File: src/rtl/vga_fb_arbiter_if.sv
// Writer-side handshake into the framebuffer arbiter: the master offers one pixel write,
// the arbiter takes it with wr_ready in any cycle not claimed by display or clear.
interface vga_fb_arbiter_if #(
    parameter int ADDR_W = 15,
    parameter int DATA_W = 8
) ();
    logic              wr_valid;
    logic              wr_ready;
    logic [ADDR_W-1:0] wr_addr;
    logic [DATA_W-1:0] wr_data;

    modport master (output wr_valid, output wr_addr, output wr_data, input wr_ready);
    modport slave  (input wr_valid, input wr_addr, input wr_data, output wr_ready);
endinterface

File: src/rtl/vga_fb_arbiter.sv
// Single-port framebuffer RAM arbiter: visible-pixel reads always win, leftover cycles go
// to the external writer or to the clear engine that fills the whole buffer.
module vga_fb_arbiter #(
    parameter int H_START     = 145,
    parameter int V_START     = 36,
    parameter int H_ACTIVE    = 640,
    parameter int V_ACTIVE    = 480,
    parameter int SCALE_SHIFT = 2,
    parameter int DATA_W      = 8,
    parameter int ADDR_W      = 15
) (
    input  logic              clk,
    input  logic              reset,
    input  logic              pixel_tick,
    input  logic [9:0]        pixel_x,
    input  logic [9:0]        pixel_y,
    vga_fb_arbiter_if.slave   wr,
    input  logic              clear_req,
    input  logic [DATA_W-1:0] clear_color,
    output logic              busy,
    output logic              clear_done,
    output logic              wr_err,
    output logic [ADDR_W-1:0] mem_addr,
    output logic              mem_we,
    output logic [DATA_W-1:0] mem_wdata,
    input  logic [DATA_W-1:0] mem_rdata,
    output logic [DATA_W-1:0] pix_color,
    output logic              pix_valid
);
    localparam int FB_W = H_ACTIVE >> SCALE_SHIFT;
    localparam int FB_H = V_ACTIVE >> SCALE_SHIFT;
    localparam int FB_N = FB_W * FB_H;

    localparam logic [9:0]        X_LO      = 10'(H_START);
    localparam logic [9:0]        X_HI      = 10'(H_START + H_ACTIVE);
    localparam logic [9:0]        Y_LO      = 10'(V_START);
    localparam logic [9:0]        Y_HI      = 10'(V_START + V_ACTIVE);
    localparam logic [ADDR_W-1:0] FB_W_A    = ADDR_W'(FB_W);
    localparam logic [ADDR_W-1:0] FB_N_A    = ADDR_W'(FB_N);
    localparam logic [ADDR_W-1:0] LAST_ADDR = ADDR_W'(FB_N - 1);

    typedef enum logic {IDLE, CLEAR} state_t;

    state_t            state, state_next;
    logic [ADDR_W-1:0] cnt, cnt_next;
    logic [DATA_W-1:0] fill, fill_next;
    logic [ADDR_W-1:0] addr_next;
    logic [DATA_W-1:0] wdata_next;
    logic              we_next, done_next, err_next;

    logic              in_win, disp_slot, wr_accept;
    logic [9:0]        x_off, y_off;
    logic [ADDR_W-1:0] disp_addr;
    logic              slot_d1, slot_d2;

    assign in_win    = (pixel_x >= X_LO) && (pixel_x < X_HI) &&
                       (pixel_y >= Y_LO) && (pixel_y < Y_HI);
    assign disp_slot = pixel_tick && in_win;
    assign x_off     = pixel_x - X_LO;
    assign y_off     = pixel_y - Y_LO;
    assign disp_addr = ADDR_W'(y_off >> SCALE_SHIFT) * FB_W_A + ADDR_W'(x_off >> SCALE_SHIFT);

    // Clear requests outrank the writer, and a pending display read outranks both.
    assign wr.wr_ready = !reset && (state == IDLE) && !clear_req && !disp_slot;
    assign wr_accept   = wr.wr_valid && wr.wr_ready;
    assign busy        = (state == CLEAR);

    always_ff @(posedge clk) begin
        if (reset) state <= IDLE;
        else       state <= state_next;
    end

    // NOTE: every signal driven here gets a default first, so no path can leave one
    // unassigned and infer a latch.
    always_comb begin
        state_next = state;
        cnt_next   = cnt;
        fill_next  = fill;
        addr_next  = mem_addr;
        wdata_next = mem_wdata;
        we_next    = 1'b0;
        done_next  = 1'b0;
        err_next   = wr_err;

        case (state)
            IDLE: begin
                if (clear_req) begin
                    state_next = CLEAR;
                    cnt_next   = '0;
                    fill_next  = clear_color;
                end else if (wr_accept) begin
                    if (wr.wr_addr < FB_N_A) begin
                        addr_next  = wr.wr_addr;
                        wdata_next = wr.wr_data;
                        we_next    = 1'b1;
                    end else begin
                        err_next = 1'b1;
                    end
                end
            end
            CLEAR: begin
                if (!disp_slot) begin
                    addr_next  = cnt;
                    wdata_next = fill;
                    we_next    = 1'b1;
                    if (cnt == LAST_ADDR) begin
                        state_next = IDLE;
                        done_next  = 1'b1;
                    end else begin
                        cnt_next = cnt + 1'b1;
                    end
                end
            end
            default: state_next = IDLE;
        endcase

        if (disp_slot) addr_next = disp_addr;
    end

    // NOTE: registers take non-blocking assignments so every flop samples the values
    // from before this edge, independent of statement order.
    always_ff @(posedge clk) begin
        if (reset) begin
            cnt        <= '0;
            fill       <= '0;
            mem_addr   <= '0;
            mem_we     <= 1'b0;
            mem_wdata  <= '0;
            clear_done <= 1'b0;
            wr_err     <= 1'b0;
            slot_d1    <= 1'b0;
            slot_d2    <= 1'b0;
            pix_color  <= '0;
            pix_valid  <= 1'b0;
        end else begin
            cnt        <= cnt_next;
            fill       <= fill_next;
            mem_addr   <= addr_next;
            mem_we     <= we_next;
            mem_wdata  <= wdata_next;
            clear_done <= done_next;
            wr_err     <= err_next;
            // Slot flag rides alongside the RAM read so pix_color lands three cycles after the tick.
            slot_d1    <= disp_slot;
            slot_d2    <= slot_d1;
            pix_valid  <= slot_d2;
            pix_color  <= slot_d2 ? mem_rdata : '0;
        end
    end
endmodule

File: src/flat_wrapper.sv
// flat-port wrapper written by rule: the top's interface ports become plain ports
module vga_fb_arbiter_flat 
#(
    parameter int H_START     = 145,
    parameter int V_START     = 36,
    parameter int H_ACTIVE    = 640,
    parameter int V_ACTIVE    = 480,
    parameter int SCALE_SHIFT = 2,
    parameter int DATA_W      = 8,
    parameter int ADDR_W      = 15
)
  (clk, reset, pixel_tick, pixel_x, pixel_y, clear_req, clear_color, busy, clear_done, wr_err, mem_addr, mem_we, mem_wdata, mem_rdata, pix_color, pix_valid, wr_wr_valid, wr_wr_addr, wr_wr_data, wr_wr_ready);
  vga_fb_arbiter_if #(.ADDR_W(ADDR_W), .DATA_W(DATA_W)) wr_i ();
  input  logic clk;
  input  logic reset;
  input  logic pixel_tick;
  input  logic [9:0] pixel_x;
  input  logic [9:0] pixel_y;
  input  logic clear_req;
  input  logic [DATA_W-1:0] clear_color;
  output logic busy;
  output logic clear_done;
  output logic wr_err;
  output logic [ADDR_W-1:0] mem_addr;
  output logic mem_we;
  output logic [DATA_W-1:0] mem_wdata;
  input  logic [DATA_W-1:0] mem_rdata;
  output logic [DATA_W-1:0] pix_color;
  output logic pix_valid;
  input wire logic [$bits(wr_i.wr_valid)-1:0] wr_wr_valid;
  input wire logic [$bits(wr_i.wr_addr)-1:0] wr_wr_addr;
  input wire logic [$bits(wr_i.wr_data)-1:0] wr_wr_data;
  output wire logic [$bits(wr_i.wr_ready)-1:0] wr_wr_ready;
  assign wr_i.wr_valid = wr_wr_valid;
  assign wr_i.wr_addr = wr_wr_addr;
  assign wr_i.wr_data = wr_wr_data;
  assign wr_wr_ready = wr_i.wr_ready;
  vga_fb_arbiter #(.H_START(H_START), .V_START(V_START), .H_ACTIVE(H_ACTIVE), .V_ACTIVE(V_ACTIVE), .SCALE_SHIFT(SCALE_SHIFT), .DATA_W(DATA_W), .ADDR_W(ADDR_W)) u_core (.clk(clk), .reset(reset), .pixel_tick(pixel_tick), .pixel_x(pixel_x), .pixel_y(pixel_y), .wr(wr_i), .clear_req(clear_req), .clear_color(clear_color), .busy(busy), .clear_done(clear_done), .wr_err(wr_err), .mem_addr(mem_addr), .mem_we(mem_we), .mem_wdata(mem_wdata), .mem_rdata(mem_rdata), .pix_color(pix_color), .pix_valid(pix_valid));
endmodule
File: config.mk
export PLATFORM = sky130hd
export DESIGN_NAME = vga_fb_arbiter_flat
export DESIGN_NICKNAME = d
export VERILOG_FILES = /design/src/rtl/vga_fb_arbiter_if.sv /design/src/rtl/vga_fb_arbiter.sv /design/src/flat_wrapper.sv
export SDC_FILE = /design/constraint.sdc
export NUM_CORES = 1
export LEC_CHECK = 0
export ABC_AREA = 1
export CAP_MARGIN = 20
export CORE_AREA = 2 2 79 111
export CTS_BUF_LIST = sky130_fd_sc_hd__clkbuf_2
export DETAILED_ROUTE_END_ITERATION = 6
export DIE_AREA = 0 0 81 113
export MAX_ROUTING_LAYER = met4
export PLACE_DENSITY = 0.9
export SLEW_MARGIN = 10
export SYNTH_ARGS = -nofsm -noshare
export SYNTH_HDL_FRONTEND = slang
export SYNTH_SLANG_ARGS = --single-unit
export TNS_END_PERCENT = 50
File: constraint.sdc
create_clock -name clk -period 3.05 [get_ports clk]
set_input_delay 0.305 -clock clk [delete_from_list [all_inputs] [get_ports clk]]
set_output_delay 0.305 -clock clk [all_outputs]
set_load 0.02 [all_outputs]
==> qor.txt <==
Ports: 101
Routed WL: 12.4 mm
First-pass GRT wire length: 20.1 mm
Status: finished with violations
Fmax: 0.343 GHz
Power density over the cells: 398 nW/µm²
Initial antenna violation count: 0
Main area contributors after synthesis: dfxtp_1 29%, nand2_1 17%, nor2_1 9.5%
Synth Area per Inst: 6.55 µm²
Post-Syn Nets: 718
Post-route DRC: 4
Pre-CTS setup slack: -0.574 ns
CP endpoint kind: register
Yosys reg bits: 61
Clock power share: 0.225
Synth Area in XOR/XNOR: 0.0526
Sequential element share of the synthesized area: 0.293
Tot GR Track Use: 0.288
CTS tree: built
Layout area overhead: 33.6%
CP Launch Type: input port
Max Fanout on Critical Path: 3
Setup CP Type: input port to register
Worst Path Required: 3.47 ns
Launch point of the worst path: pixel_y[2]
CORE AREA: 8100 µm²
Num Clock Sinks: 61
Largest family of logic cells by synthesized area: simple AND/OR/NAND/NOR gates
Pins Over Slew Limit: 0
H-tree depth: 3
Synth top area share: 0.293
R2R cell count: 7
Reg2reg setup slack: 0.80 ns
Post-DRT Antenna Nets: 0
Static Leak: 2.56 nW
Synth async-reset ratio: 0
Tcrit/Tclk final: 0.957
# setup viols final: 0
Largest net degree at the start of global routing: 37
Total CTS buffers: 9
DR vias: 4672
Hold-fix buffers, CTS: 0
Skew-Pair Late Insertion Delay: 0.50 ns
Die width: 81 µm
Global placer's final weighted congestion: 0.917
Final global-route overflow total: 0
Synth warnings: 0
Comb pwr share: 0.380
Area share of fa/ha/maj cells after synthesis: 0.0577
Sw frac: 0.362
Final Critical Period: 2.92 ns
Setup WS post-layout: 0.132 ns
Violations in the final reports: DRC
Worst r2r dst: u_core.mem_addr[3]
Part of the power in registers: 0.395
CP arrival: 3.34 ns
Initial detailed-routing violation count: 332
Postcts setup bufs: 0
Main synth FF type: dfxtp_1
Port Buffers: 100
Internal: 1.41 mW
Psw: 0.802 mW
CP endpoint: u_core.mem_addr[14]
Full die area: 9150 µm²
Hpwl dp: 9.66 mm
Initial Util: 0.514
Total power: 2.21 mW
Max-cap violations: 0
Ant. Diodes: 0
Area share of and/or/nand/nor cells after synthesis: 0.409
DRT Pass-1 Iters: 7
Post-synth EDFFs: 0
Synthesized cell area: 4170 µm²
Slew @ Worst Pin: 0.709 ns
Worst vdd ir: 0.199 mV
Relative max-transition margin: 0.526
Setup TNS: 0 ns
Vias in the first global route: 4680
Post-synthesis cell count: 636
Post-synthesis mux area share: 0.00240
Compound-Gate Fraction of Synth Area: 0.0886
Count of final hold-check violations: 0
Commonest cells in the netlist: 188 x nand2_1, 105 x nor2_1, 62 x inv_1
Synth area leader: dfxtp_1
Reg-to-Reg Start: u_core.busy
Synth unique cells: 44
Layout cell share with drive strength beyond 1: 0.120
CTS clk-pin slew, worst paths: 0.17 ns
Vias/cell: 5.39
Final Util: 0.687
Most frequent cell after synthesis: nand2_1
CTS root buffer: clkbuf_2
Placement Rows: 39
Wirelength per Cell: 14.3 µm
Clk_skew: 0.0228 ns
Worst min path class: input port to register
Die extent in y: 113 µm
Clock buffer depth: 2
Nets@finish: 842
-- metal layers --
layer / up-vias / GRT usage / routed length (µm)
met3: 63 / 0.0542 / 775
li1: 2263 / - / -
met4: 0 / 0.190 / 741
met5: - / - / 0
met2: 253 / 0.513 / 6520
met1: 2093 / 0.274 / 4340
-- through the flow --
stage                     cell area, µm²  std cells  hold WS, ns
final                               5560        866        0.311
after global routing                5560        866        0.268
after CTS                           5530        866        0.301
after detailed placement            5410        851        0.395
after global placement              5410        851        0.395
after floorplan                     4170        636        0.388
-- cell usage in the layout, fill, tap and decap left out, types with 2 or more instances in the layout --
master           instances
clkinv_4                 2
nand4_2                  2
fa_1                     2
clkinvlp_4               2
nand2_4                  3
nor3_1                   6
nor2_2                   4
inv_2                    4
xnor2_1                  2
nand2_2                  7
xor2_1                  21
inv_1                   62
nor2_4                   2
a21oi_1                 27
dfxtp_1                 61
nand3_2                  4
nand4_1                 18
clkbuf_2                10
or2_2                    3
buf_4                   35
nand3_1                 24
nand3b_1                11
nand3_4                  2
o21ai_2                  2
o21ai_0                 24
nor2_1                 102
nand2_1                187
clkdlybuf4s50_1        100
o211ai_1                 4
ha_1                    14
-- worst max-delay path, stage by stage --
cell and delay, ns:
clkdlybuf4s50_1 0.50, inv_1 0.08, ha_2 0.21, nand2_2 0.09
nand2_2 0.08, xor2_2 0.16, ha_1 0.31, inv_1 0.06
fa_1 0.51, nor2_2 0.12, nand3_1 0.10, nand2_1 0.08
nand2_1 0.08, nor2_2 0.15, nand2_1 0.07, nor2_1 0.09
nand2_1 0.05, nand3_1 0.06, nand2_1 0.06, nor2_1 0.12
nor2_1 0.07
-- power groups by stage --
stage | registers, mW | clock network (mW) | logic [mW]
final | 0.875 | 0.497 | 0.841
after global routing | 0.880 | 0.538 | 0.925
after CTS | 0.874 | 0.494 | 0.823
after detailed placement | 0.890 | 0 | 0.814
after global placement | 0.889 | 0 | 0.782
after floorplan | 0.921 | 0 | 0.448
-- sequential cells by signal, summed over array words and instances, names as in the netlist --
name,flops
u_core.cnt,15
u_core.mem_addr,15
u_core.fill,8
u_core.mem_wdata,8
u_core.pix_color,8
u_core.busy,1
u_core.clear_done,1
u_core.mem_we,1
u_core.pix_valid,1
u_core.slot_d1,1
u_core.slot_d2,1
u_core.wr_err,1
-- layout make-up --
type,instances,area (µm²)
tap,102,128
clock buffer,10,50.0
fill,672,2540
sequential,61,1220
timing repair buffer,135,1260
multi-input combinational,486,2580
clock inverter,5,62.6
inverter,67,254
-- repair_timing --
action                     in CTS  in global routing
resized for setup               2                  6
setup endpoints to repair       1                  4
cloned                          0                  0
pin swaps                       0                  2
-- cells by family after synthesis --
kind of cell	Yosys count
and+or+nand+nor	379
buffers and inverters	89
AOI/OAI and AO/OA	63
DFF	61
xor gates and xnor gates	25
adders and majority gates	18
muxes	1
-- worst min-delay path by stage --
stage / start / to / slack [ns] / depth (start not counted)
6_report: mem_rdata[1] / u_core.pix_color[1] / 0.31 / 3
3_5_place_dp: u_core.slot_d1 / u_core.slot_d2 / 0.40 / 2
2_1_floorplan: u_core.slot_d1 / u_core.slot_d2 / 0.39 / 2
3_3_place_gp: u_core.slot_d1 / u_core.slot_d2 / 0.40 / 2
5_1_grt: mem_rdata[1] / u_core.pix_color[1] / 0.27 / 3
4_1_cts: mem_rdata[1] / u_core.pix_color[1] / 0.30 / 3
No activity file was read; power rests on OpenSTA's default activity.
